==> src/rtl/count_seq_ctrl.sv <==
// count_seq_ctrl: sequences a preset/step/terminal count run with hold, abort, done pulse and period tally
module count_seq_ctrl #(
    parameter int WIDTH = 4
) (
    input  logic             clk,
    input  logic             rst_n,
    input  logic             start_i,
    input  logic             abort_i,
    input  logic             hold_i,
    input  logic             mode_up_i,
    input  logic             auto_reload_i,
    input  logic [WIDTH-1:0] load_val_i,
    input  logic [WIDTH-1:0] term_val_i,
    output logic [WIDTH-1:0] count_o,
    output logic             busy_o,
    output logic             done_o,
    output logic [WIDTH-1:0] periods_o
);
    typedef enum logic {IDLE, RUN} state_e;
    state_e state_q, state_d;
    logic [WIDTH-1:0] count_q, count_d, periods_q, periods_d, load_q, load_d, term_q, term_d;
    logic done_q, done_d, mode_q, mode_d, ar_q, ar_d;
    always_ff @(posedge clk or negedge rst_n) begin
        if (!rst_n) begin
            state_q   <= IDLE;
            count_q   <= '0;
            periods_q <= '0;
            load_q    <= '0;
            term_q    <= '0;
            done_q    <= 1'b0;
            mode_q    <= 1'b0;
            ar_q      <= 1'b0;
        end else begin
            state_q   <= state_d;
            count_q   <= count_d;
            periods_q <= periods_d;
            load_q    <= load_d;
            term_q    <= term_d;
            done_q    <= done_d;
            mode_q    <= mode_d;
            ar_q      <= ar_d;
        end
    end
    always_comb begin
        state_d   = state_q;
        count_d   = count_q;
        periods_d = periods_q;
        load_d    = load_q;
        term_d    = term_q;
        done_d    = 1'b0;
        mode_d    = mode_q;
        ar_d      = ar_q;
        if (state_q == IDLE) begin
            if (start_i && !abort_i) begin
                mode_d    = mode_up_i;
                ar_d      = auto_reload_i;
                load_d    = load_val_i;
                term_d    = term_val_i;
                count_d   = load_val_i;
                periods_d = '0;
                state_d   = RUN;
            end
        end else if (abort_i) begin
            state_d = IDLE;
        end else if (!hold_i) begin
            if (count_q == term_q) begin
                // terminal event: tally saturates, then reload or stop on term
                done_d    = 1'b1;
                periods_d = (&periods_q) ? periods_q : periods_q + WIDTH'(1);
                count_d   = ar_q ? load_q : count_q;
                state_d   = ar_q ? RUN : IDLE;
            end else begin
                count_d = mode_q ? count_q + WIDTH'(1) : count_q - WIDTH'(1);
            end
        end
    end
    assign count_o   = count_q;
    assign busy_o    = (state_q == RUN);
    assign done_o    = done_q;
    assign periods_o = periods_q;
endmodule

==> config.mk <==
export PLATFORM = sky130hd
export DESIGN_NAME = count_seq_ctrl
export DESIGN_NICKNAME = d
export VERILOG_FILES = /design/src/rtl/count_seq_ctrl.sv
export SDC_FILE = /design/constraint.sdc
export NUM_CORES = 1
export LEC_CHECK = 0
export ABC_AREA = 1
export BUFFER_PORTS_ARGS = -buffer_cell sky130_fd_sc_hd__buf_4
export CAP_MARGIN = 20
export CORE_MARGIN = 4
export CORE_UTILIZATION = 29
export DETAILED_ROUTE_END_ITERATION = 8
export GPL_TIMING_DRIVEN = 1
export PLACE_DENSITY = 0.58
export SETUP_SLACK_MARGIN = 0.05
export SYNTH_ARGS = -nofsm -noshare
export SYNTH_HDL_FRONTEND = slang
export SYNTH_SLANG_ARGS = --single-unit
==> constraint.sdc <==
create_clock -name clk -period 1.5 [get_ports clk]
set_input_delay 0.3 -clock clk [delete_from_list [all_inputs] [get_ports clk]]
set_output_delay 0.3 -clock clk [all_outputs]
set_load 0.05 [all_outputs]
== Word level (Yosys, flattened, before mapping) ==
Index checks and enable logic that the tools add are counted.
Cells by class
  add/subtract/negate cells: 3
  eq/ne operators: 6
  mux-type cells: 23
  reduce and logical (&&, ||, !) cells: 7
  bitwise gates (word level): 1
Operators with widths (number)
  $mux W4: 13
  $mux W1: 10
  $add A4 B1 Y4 const B: 2
  $reduce_and A4 Y1: 2
  $ne A2 B2 Y1 const B: 3
  $reduce_and A5 Y1: 1
  $eq A4 B4 Y1: 1
  $sub A4 B1 Y4 const B: 1
  $ne A3 B3 Y1 const B: 1
  $ne A2 B1 Y1 const B: 1
  $reduce_and A2 Y1: 1
  $reduce_bool A2 Y1: 1
  $logic_and A1 B1 Y1: 1
  $logic_not A1 Y1: 1
  $not A1 Y1: 1
Storage, ports and cells
  word-level logic and storage cells: 48
  input port bits: 15
  flip-flop bits (word level): 20

== Depth between registers and ports, before layout ==
  depth in word-level cells: 6
  gate-level depth with buffers: 10
  mapped depth without buffers: 10

== Worst setup path after synthesis ==
OpenSTA, ideal clock, no wires.
  path kind: reg-to-reg
  start: register count_q[2], in the netlist count_o[2]
  end: register count_q[3], in the netlist count_o[3]
  data arrival time: 1565 ps
  path slack: -142 ps
  stages on the path, launching flop included: 9
  path through: dfrtp_1 > ha_1 > a21oi_1 > nand2_1 > nand2_1 > nand2_1 > nand2_1 > nand3_1 > a21oi_1
Between the ends
  longest elaborated chain between the ends: 6
  elaborated cells between the ends (all ways): 10
  classes of those cells: add/sub (2); eq/ne (2); mux (5); reduce/logical (1)
Ends and longest elaborated chain
  start: declaration: line 21  | logic [WIDTH-1:0] count_q, count_d, periods_q, periods_d, load_q, load_d, term_q, term_d;
  start signal: assignment: line 35  | count_q <= count_d;
  $sub A4 B1 Y4 / $add A4 B1 Y4 (equally long branches): line 73  | count_d = mode_q ? count_q + WIDTH'(1) : count_q - WIDTH'(1);
  $mux W4: line 73
  $mux W4: line 66  | if (count_q == term_q) begin
  $mux W4: line 65  | end else if (!hold_i) begin
  $mux W4: line 63  | end else if (abort_i) begin
  $mux W4: line 53  | if (state_q == IDLE) begin
Parallel ways exist; a longest one is shown, timed or not. The select of a mux whose other input is x is not followed.
A chain may end at the register's enable or synchronous reset.

== Worst setup path after layout ==
  start: register count_q[1], in the netlist count_o[1]
  end: register count_q[2], in the netlist count_o[2]
Same word-level chain as after synthesis.

==> results.json <==
{
  "antenna_found_initial": 0,
  "fin_crit_sh_pct": 92.2,
  "hold_viol": 0,
  "io_pins": 25,
  "hpwl_um": 1950,
  "fmax_ghz": 0.723,
  "synthCells": 151,
  "dr.pass1.iters": 4,
  "grt_pass1_vias": 1018,
  "tns_ns": 0,
  "drv_cap": 0,
  "drtIter0Drc": 41,
  "pwr-share-seq_pct": 33.9,
  "clk_latency_ns": 0.25,
  "combinationalPowerShare_pct": 48.2,
  "viasPerCell": 4.34,
  "syn-num-nets": 170,
  "grtUsageTotal_pct": 10.7,
  "fin_crit_ns": 1.38,
  "p_sw_share_pct": 41.6,
  "die_y_um": 72.1,
  "clock-sinks": 20,
  "post-place-ws_ns": 0.0370,
  "antenna_cells": 0,
  "p_sw_uw": 948,
  "clockBufferDepth": 2,
  "layout_setup_ws_ns": 0.116,
  "leakage_nw": 0.803,
  "ys.warnings.count": 0,
  "clock-root-buffer": "clkbuf_8",
  "grt_overflow_total": 0,
  "ys_ff_latch": 20,
  "path_class": "register to register",
  "clkPwrFrac_pct": 17.8,
  "yosysUniqueCellTypes": 25,
  "clkTransAtPathRegs_ns": 0.08,
  "dieArea_um2": 5200,
  "routed_wl_um": 2510,
  "drc": 0,
  "drive_gt1_share_pct": 35.9,
  "cts_tree": "yes",
  "core_um2": 4000,
  "placed_cells": 226,
  "cp_max_fo": 6,
  "grt_setup_unrepaired": "true",
  "syn_area_um2": 1190,
  "ant_nets": 0,
  "vias": 1015,
  "p_total_mw": 2.28,
  "syn_avg_cell_area_um2": 7.89,
  "stdcell_count": 234,
  "worst-endpoint-required_ns": 1.65,
  "peakVddDrop_uv": 498,
  "wl_per_cell_um": 10.7,
  "hold_class": "primary input to register",
  "setup_viol": 0,
  "status": "completed",
  "cts_made_buffers": 3,
  "worst_pin_slew_ns": 0.261,
  "p_per_area_nw_per_um2": 1450,
  "rows": 23,
  "drv_slew": 0,
  "initial_core_util_pct": 29.8,
  "port_buffers": 24,
  "gp_congestion": 0.740,
  "htreeDepth": 1,
  "grt_max_degree": 21,
  "fin_nets": 204,
  "seq_area_frac_synth_pct": 42.0,
  "grt_pass1_wl_um": 4470,
  "critPathLaunchType": "register",
  "relSlewSlack_pct": 82.6,
  "end_kind": "register",
  "fin_skew_ns": 0.00573,
  "areaGrowthSynthToFinish_pct": 31.8,
  "chipWidth_um": 72.1,
  "worstPathArrival_ns": 1.53,
  "p_int_mw": 1.33
}
==> flip-flops by register name (all words and copies together), names as in the netlist <==
signal	cells
ar_q	1
load_q	4
done_o	1
periods_o	4
mode_q	1
term_q	4
busy_o	1
count_o	4
==> layout by cell type, fill, tap and decap left out <==
master,instances
nor2_1,14
o21ai_0,9
nand3b_1,4
a21oi_1,2
xor2_1,1
fa_2,1
xnor2_2,1
o21a_1,1
inv_2,7
clkbuf_8,4
o21ai_1,3
ha_4,1
dlygate4sd3_1,1
dfrtp_2,7
inv_1,12
buf_4,30
ha_1,2
a21oi_2,1
or2_1,1
nor3_1,1
dfrtp_1,13
nand3_4,2
nor2_8,2
nand2_2,9
nand4_1,1
nand2_4,1
nand3_1,9
nand2_1,44
==> synth_stat cells <==
library cell | count | area (um^2)
xor2_1 | 1 | 8.76
inv_2 | 5 | 18.8
nand3b_1 | 4 | 30.0
nand2_1 | 44 | 165
ha_1 | 3 | 37.5
nor3_1 | 1 | 5.00
nor2_1 | 14 | 52.6
nand2_2 | 9 | 56.3
clkbuf_1 | 1 | 3.75
buf_2 | 1 | 5.00
o21ai_1 | 3 | 15.0
nor2_8 | 2 | 40.0
a21oi_1 | 3 | 15.0
nand4_1 | 1 | 6.26
nand2_4 | 1 | 11.3
o21ai_0 | 9 | 45.0
o21a_1 | 1 | 7.51
nand3_4 | 2 | 35.0
inv_1 | 13 | 48.8
xnor2_1 | 1 | 8.76
fa_1 | 1 | 20.0
or2_1 | 1 | 6.26
clkinv_1 | 1 | 3.75
dfrtp_1 | 20 | 500
nand3_1 | 9 | 45.0
==> metal layers <==
| metal | part of all wire, % | routed length [um] | up-vias | track usage [%] |
|---|---|---|---|---|
| li1 | - | - | 542 | - |
| met1 | 47 | 1190 | 453 | 14.4 |
| met2 | 47 | 1180 | 18 | 17.2 |
| met3 | 4.9 | 124 | 2 | 2.35 |
| met4 | 0.80 | 20 | 0 | 3.13 |
| met5 | 0 | 0 | - | 0 |
==> worst max-delay path: stages (launching register included) <==
cell and delay [ns]:
dfrtp_2 0.46, fa_2 0.38, xnor2_2 0.15, nand2_1 0.07, o21ai_1 0.07, nand2_1 0.06
nand2_1 0.05, nand2_1 0.04
==> cell families (layout without fill, tap and decap cells) <==
group	Yosys count	after routing	synth area share [%]
AND/OR/NAND/NOR	88	88	38.0
buffers and inverters	21	54	6.72
flip-flops	20	20	42.0
AO/OA/AOI/OAI	16	16	6.93
adder cells (fa/ha/maj)	4	4	4.83
XOR/XNOR	2	2	1.47
==> cell type report <==
type,count,area [um^2]
repair buffers,31,235
inverters,19,71.3
multi-input cells,110,637
clock buffers,4,55.1
fillers,423,2430
flip-flops and latches,20,509
well taps,50,62.6
==> worst paths after layout <==
| path | from | endpoint | slack (ns) | cells past startpoint |
|---|---|---|---|---|
| max reg2reg | count_o[1] | count_o[2] | 0.12 | 7 |
| min | term_val_i[0] | term_q[0] | 0.25 | 3 |
| max in group asynchronous | rst_n | count_o[2] | 0.81 | 2 |
| max | count_o[1] | count_o[2] | 0.12 | 7 |
| min reg2reg | load_q[3] | load_q[3] | 0.48 | 2 |
| min in group asynchronous | rst_n | periods_o[2] | 0.45 | 2 |
==> power by group through the flow <==
stage	Clock [mW]	Sequential, mW	Combinational (mW)
global route	0.447	0.795	1.23
detailed placement	0	0.787	1.01
floorplan	0	0.946	0.585
global placement	0	0.784	1.01
finish	0.406	0.772	1.10
CTS	0.419	0.779	1.02
==> what timing repair did <==
item / in CTS / in global routing
endpoints found under the hold margin: 20 / 0
endpoints found under the setup margin: 1 / 7
gates resized for setup: 1 / 3
hold buffers: 1 / 0
setup buffers: 0 / 3
pin swaps: 0 / 1
==> stage by stage <==
stage               util (%)  area (um^2)  hold WS, ns
floorplan                  -         1210      0.00441
global placement        36.8         1470        0.202
detailed placement      36.8         1470        0.197
CTS                     38.4         1540        0.244
global route            39.3         1570        0.241
finish                  39.3         1570        0.245
No activity file was read; power rests on OpenSTA's default activity.
